**config.mk**
```make
export PLATFORM = sky130hd
export DESIGN_NAME = spi_v3_spi_master
export DESIGN_NICKNAME = d
export VERILOG_FILES = /design/src/rtl/spi_v3_spi_master_pkg.sv /design/src/rtl/spi_v3_spi_master_clkdiv.sv /design/src/rtl/spi_v3_spi_master.sv
export SDC_FILE = /design/constraint.sdc
export NUM_CORES = 1
export LEC_CHECK = 0
export CAP_MARGIN = 20
export CORE_MARGIN = 5
export CORE_UTILIZATION = 40
export CTS_CLUSTER_SIZE = 16
export DETAILED_ROUTE_END_ITERATION = 10
export PLACE_DENSITY_LB_ADDON = 0.1
export SETUP_SLACK_MARGIN = 0.15
export SYNTH_ARGS = -nofsm -noshare
export SYNTH_HDL_FRONTEND = slang
export SYNTH_SLANG_ARGS = --single-unit
```
**constraint.sdc**
```tcl
create_clock -name clk -period 4.6 [get_ports clk]
set_clock_uncertainty 0.2 [all_clocks]
set_input_delay 0.92 -clock clk [delete_from_list [all_inputs] [get_ports clk]]
set_output_delay 0.92 -clock clk [all_outputs]
set_load 0.03 [all_outputs]
```
**src/rtl/spi_v3_spi_master_pkg.sv**
```systemverilog
// Shared types and sizing helpers for the SPI_v3 master.
//   state_t  : master FSM states (IDLE..GUARD)
//   cnt_w()  : counter width able to hold 0..n-1 (minimum 1 bit)
// Optional build macro used by this block: SPI_V3_SPI_MASTER_PARITY_EN
package spi_v3_spi_master_pkg;

  typedef enum logic [2:0] {
    IDLE    = 3'd0,
    SETUP   = 3'd1,
    SCLK_HI = 3'd2,
    SCLK_LO = 3'd3,
    RESP    = 3'd4,
    GUARD   = 3'd5
  } state_t;

  localparam int unsigned NBITS_DEFAULT       = 34;
  localparam int unsigned HALF_PERIOD_DEFAULT = 4;

  // Width of a counter that must represent the values 0..n-1.
  function automatic int unsigned cnt_w(input int unsigned n);
    return (n <= 2) ? 1 : $clog2(n);
  endfunction

  // Default widths: half-period counter ($clog2(half_period)) and bit
  // counter ($clog2(nbits+1), since it must reach nbits itself).
  localparam int unsigned HC_W_DEFAULT = cnt_w(HALF_PERIOD_DEFAULT);
  localparam int unsigned BC_W_DEFAULT = cnt_w(NBITS_DEFAULT + 1);

endpackage

```
**src/rtl/spi_v3_spi_master_clkdiv.sv**
```systemverilog
// Half-period counter for the SPI_v3 master.
//   clk, reset   : clock, async active-high reset
//   en           : count while high
//   clr          : force the count back to zero
//   phase_done_c : high in the last cycle of each half_period-long phase
module spi_v3_spi_master_clkdiv
  import spi_v3_spi_master_pkg::*;
#(
  parameter int unsigned half_period = HALF_PERIOD_DEFAULT
) (
  input  logic clk,
  input  logic reset,
  input  logic en,
  input  logic clr,
  output logic phase_done_c
);

  localparam int unsigned HC_W = cnt_w(half_period);

  logic [HC_W-1:0] hc;

  assign phase_done_c = en && (hc == HC_W'(half_period - 1));

  // Wraps to zero at the end of each phase so the next phase starts clean.
  always_ff @(posedge clk or posedge reset) begin
    if (reset) begin
      hc <= '0;
    end else if (clr || phase_done_c) begin
      hc <= '0;
    end else if (en) begin
      hc <= hc + HC_W'(1);
    end
  end

endmodule

```
**src/rtl/spi_v3_spi_master.sv**
```systemverilog
// SPI_v3 master (mode 0, MSB first).
//   clk, reset                  : clock, async active-high reset
//   recv_val/recv_rdy/recv_msg  : request frame in (val/rdy)
//   send_val/send_rdy/send_msg  : captured frame out (val/rdy)
//   cs, sclk, mosi, miso        : SPI pins (cs active-low, sclk idle low)
//   resp_parity                 : XOR of send_msg, only with
//                                 SPI_V3_SPI_MASTER_PARITY_EN defined
module spi_v3_spi_master
  import spi_v3_spi_master_pkg::*;
#(
  parameter int unsigned nbits       = NBITS_DEFAULT,
  parameter int unsigned half_period = HALF_PERIOD_DEFAULT
) (
  input  logic             clk,
  input  logic             reset,
  input  logic             recv_val,
  output logic             recv_rdy,
  input  logic [nbits-1:0] recv_msg,
  output logic             send_val,
  input  logic             send_rdy,
  output logic [nbits-1:0] send_msg,
  output logic             cs,
  output logic             sclk,
  output logic             mosi,
  input  logic             miso
`ifdef SPI_V3_SPI_MASTER_PARITY_EN
  ,
  output logic             resp_parity
`endif
);

  localparam int unsigned BC_W = cnt_w(nbits + 1);

  state_t           state, state_next;
  logic [nbits-1:0] tx, tx_next;
  logic [nbits-1:0] cap;
  logic [BC_W-1:0]  bc;
  logic             phase_done_c;
  logic             div_en;
  logic             frame_next;
  logic             last_bit;

  assign recv_rdy = (state == IDLE) && !reset;
  assign div_en   = (state == SETUP) || (state == SCLK_HI) ||
                    (state == SCLK_LO) || (state == GUARD);
  assign last_bit = (bc == BC_W'(nbits));

  spi_v3_spi_master_clkdiv #(
    .half_period (half_period)
  ) u_clkdiv (
    .clk          (clk),
    .reset        (reset),
    .en           (div_en),
    .clr          (!div_en),
    .phase_done_c (phase_done_c)
  );

  // State register.
  always_ff @(posedge clk or posedge reset) begin
    if (reset) state <= IDLE;
    else       state <= state_next;
  end

  // Next state and next tx shift value.
  always_comb begin
    state_next = state;
    tx_next    = tx;
    case (state)
      IDLE: begin
        if (recv_val && recv_rdy) begin
          state_next = SETUP;
          tx_next    = recv_msg;
        end
      end
      SETUP: begin
        if (phase_done_c) state_next = SCLK_HI;
      end
      SCLK_HI: begin
        if (phase_done_c) begin
          state_next = SCLK_LO;
          tx_next    = {tx[nbits-2:0], 1'b0};
        end
      end
      SCLK_LO: begin
        if (phase_done_c) state_next = last_bit ? RESP : SCLK_HI;
      end
      RESP: begin
        if (send_rdy) state_next = GUARD;
      end
      GUARD: begin
        if (phase_done_c) state_next = IDLE;
      end
      default: state_next = IDLE;
    endcase
  end

  assign frame_next = (state_next == SETUP) || (state_next == SCLK_HI) ||
                      (state_next == SCLK_LO);

  // Datapath and pin registers; pins follow the next state so they change
  // on the same edge as the state itself.
  always_ff @(posedge clk or posedge reset) begin
    if (reset) begin
      tx          <= '0;
      cap         <= '0;
      bc          <= '0;
      send_msg    <= '0;
      send_val    <= 1'b0;
      cs          <= 1'b1;
      sclk        <= 1'b0;
      mosi        <= 1'b0;
`ifdef SPI_V3_SPI_MASTER_PARITY_EN
      resp_parity <= 1'b0;
`endif
    end else begin
      tx <= tx_next;
      if (state == IDLE && recv_val && recv_rdy) begin
        cap <= '0;
        bc  <= '0;
      end else if (state == SCLK_HI && phase_done_c) begin
        cap <= {cap[nbits-2:0], miso};
        bc  <= bc + BC_W'(1);
      end
      if (state == SCLK_LO && phase_done_c && last_bit) begin
        send_msg    <= cap;
`ifdef SPI_V3_SPI_MASTER_PARITY_EN
        resp_parity <= ^cap;
`endif
      end
      send_val <= (state_next == RESP);
      cs       <= !frame_next;
      sclk     <= (state_next == SCLK_HI);
      mosi     <= frame_next ? tx_next[nbits-1] : 1'b0;
    end
  end

endmodule

```
==> reports/qor.csv <==
metric,value,unit
syn_avg_cell_area,11.3,sq um
setup_slack,1.10,ns
die_y,121,microns
fin_crit_sh,0.761,
num_io_pins,78,
powerDensity,583,nW/um^2
dp_cells,658,
relSlewSlack,0.371,
nets,551,
postCtsSetupRepairBufs,0,
hpwl,6.01,mm
setup_viol,0,
cts_resized,0,
final_layout_size_suffix_gt1_frac,0.146,
cts_tree,done,
worst-r2r-cell-count,6,
crit_top_cell,clkdlybuf4s50_1,
syn_nets,478,
tightest_slew,0.943,ns
placed_area,5770,sq um
routed_wl,9.71,mm
area_growth,28.5,%
p_seq_frac,0.440,
viasPerCell,4.86,
start_kind,primary input,
cp_cell_sequence,clkdlybuf4s50_1 > nor4_4 > clkdlybuf4s50_1,
row_count,40,
fmax,286,MHz
numPortBuffers,77,
period_needed,3.50,ns
drtIter0Drc,251,
vdd_drop_max,0.257,mV
p_sw_frac,0.303,
cap_violations,0,
final_core_util,0.526,
critPathMaxFanout,3,
grt_max_degree,78,
hold_start,u_clkdiv.hc[0]$_DFFE_PP0P_,
cts_root_buf,clkbuf_16,
rsz0062_at_grt,false,
slew_violations,0,
clk_latency,0.40,ns
gp_routability_congestion,0.748,
hold_buffers,0,
reg2reg_slack,1.99,ns
use_met3,0.0480,
synth_seq_cells,117,
postRouteAntennaNets,0,
p_int,2.58,mW
layout_common_cells,"142 x nand2_1, 116 x dfrtp_1, 77 x clkdlybuf4s50_1",
hold_viol,0,
dieArea,14700,sq um
track_usage,0.147,
power_frac_clock,0.339,
clockBufferDepth,2,
final_cells,688,
cpPeakStageDelay,0.73,ns
grt_pass1_vias,3430,
grt.busiest_layer,met2,
core_region_area,12100,sq um
worst_hold_path.endpoint,u_clkdiv.hc[0]$_DFFE_PP0P_,
status,"finished, final reports clean",
die_w,121,microns
antenna_found_initial,0,
p_leak,3.03,nW
fin_area,6340,sq um
cts-htree-levels,4,
path_clk_slew,0.05,ns
end_kind,output port,
synthCells,436,
yosysWarnings,0,
cts_buffers,17,
clock_sinks,117,
required,3.48,ns
grt.met2_usage,0.218,
path_class,in2out,
r2r_start,u_clkdiv.hc[0]$_DFFE_PP0P_,
power.switching,1.12,mW
crit_family,buffers and inverters,
min_path_cells,1,
hold_class,reg2reg,
final_common_cell,nand2_1,
start_util,0.409,
overflow,0,
drtPass1Iterations,4,
cp_num_buf_inv,2,
n_antenna_cell,0,
slowest_stage,clkdlybuf4s50_1,
wl_per_cell,14.1,microns
vias,3347,
synth_cell_type_count,35,
globalRouteMet1Util,0.196,
fin_tns_setup,0,ns
r2r-end,mosi$_DFF_PP0_,
arrival,2.38,ns
n_fill_cell,1111,
power_frac_comb,0.221,
synth_seq_area_share,0.593,
pre_cts_slack,1.10,ns
syn-cell-area,4940,sq um
grt_first_pass_wirelength,17.0,mm
drc,0,
worst max path at each step:
stage,from,end,slack (ns),cells after the start
floorplan,reset,bc[0]$_DFFE_PP0P_,0.38,1
global placement,reset,recv_rdy,1.09,3
detailed placement,reset,recv_rdy,1.10,3
CTS,reset,recv_rdy,1.09,3
global route,reset,recv_rdy,1.05,3
finish,reset,recv_rdy,1.10,3
cells by family (layout without fill, tap and decap cells):
family                   Yosys count  in the layout  synth area share
flip-flops                       117            117             0.593
buffers and inverters             34            118            0.0451
AO/OA/AOI/OAI                     79             79             0.104
AND/OR/NAND/NOR                  165            165             0.143
adder cells (fa/ha/maj)            3              3           0.00760
multiplexers                      34             34             0.100
XOR/XNOR                           4              4           0.00709
registers in the layout (all words and copies together), names as in the netlist, 2 cells and up:
| register | flops |
|---|---|
| state | 3 |
| u_clkdiv.hc | 2 |
| bc | 6 |
| send_msg | 34 |
| cap | 34 |
| tx | 34 |
per-stage QoR:
step | hold slack, ns | power [mW]
global route | 0.289 | 3.95
finish | 0.265 | 3.70
global placement | 0.235 | 2.43
CTS | 0.266 | 3.75
floorplan | 0.217 | 2.21
detailed placement | 0.253 | 2.47
per-layer routing:
layer | share of wire | vias to the layer above | routed length [microns]
met5 | 0 | - | 0
met4 | 0.015 | 0 | 150
met3 | 0.051 | 13 | 492
met2 | 0.46 | 88 | 4470
met1 | 0.47 | 1623 | 4600
li1 | - | 1623 | -
synth_stat cells (all sizes together):
cell type	count	area share
a211oi	2	0.0041
nor2b	1	0.0013
a21o	1	0.0015
nand4	2	0.0025
o21ai	3	0.0030
inv	6	0.0046
nor2	9	0.0068
buf	25	0.038
a221oi	1	0.0030
a22oi	33	0.050
xor2	4	0.0071
nor4	1	0.0043
and4bb	1	0.0025
clkbuf	3	0.0025
and3	3	0.0038
dfstp	1	0.0053
and2	2	0.0030
a21oi	37	0.038
ha	3	0.0076
a2111oi	2	0.0035
nand2	142	0.11
nand3b	1	0.0015
nand3	2	0.0046
nor4b	1	0.0048
dfrtp	116	0.59
mux2	34	0.10
layout make-up:
cell class	count	area (sq um)	share of cell area
Sequential cell	117	2930	0.462
Multi-Input combinational cell	285	1790	0.282
Timing Repair Buffer	82	821	0.129
Clock buffer	27	533	0.0840
Tap cell	168	210	0.0331
Clock inverter	3	40.0	0.00631
Inverter	6	25.0	0.00394
power groups by stage:
stage	registers [mW]	clock network (mW)	logic, mW
after global placement	1.63	0	0.800
after floorplan	1.64	0	0.573
after detailed placement	1.64	0	0.830
final	1.63	1.25	0.817
after global routing	1.68	1.33	0.937
after CTS	1.63	1.29	0.832
Note: power is estimated with default switching activity, not from simulation.
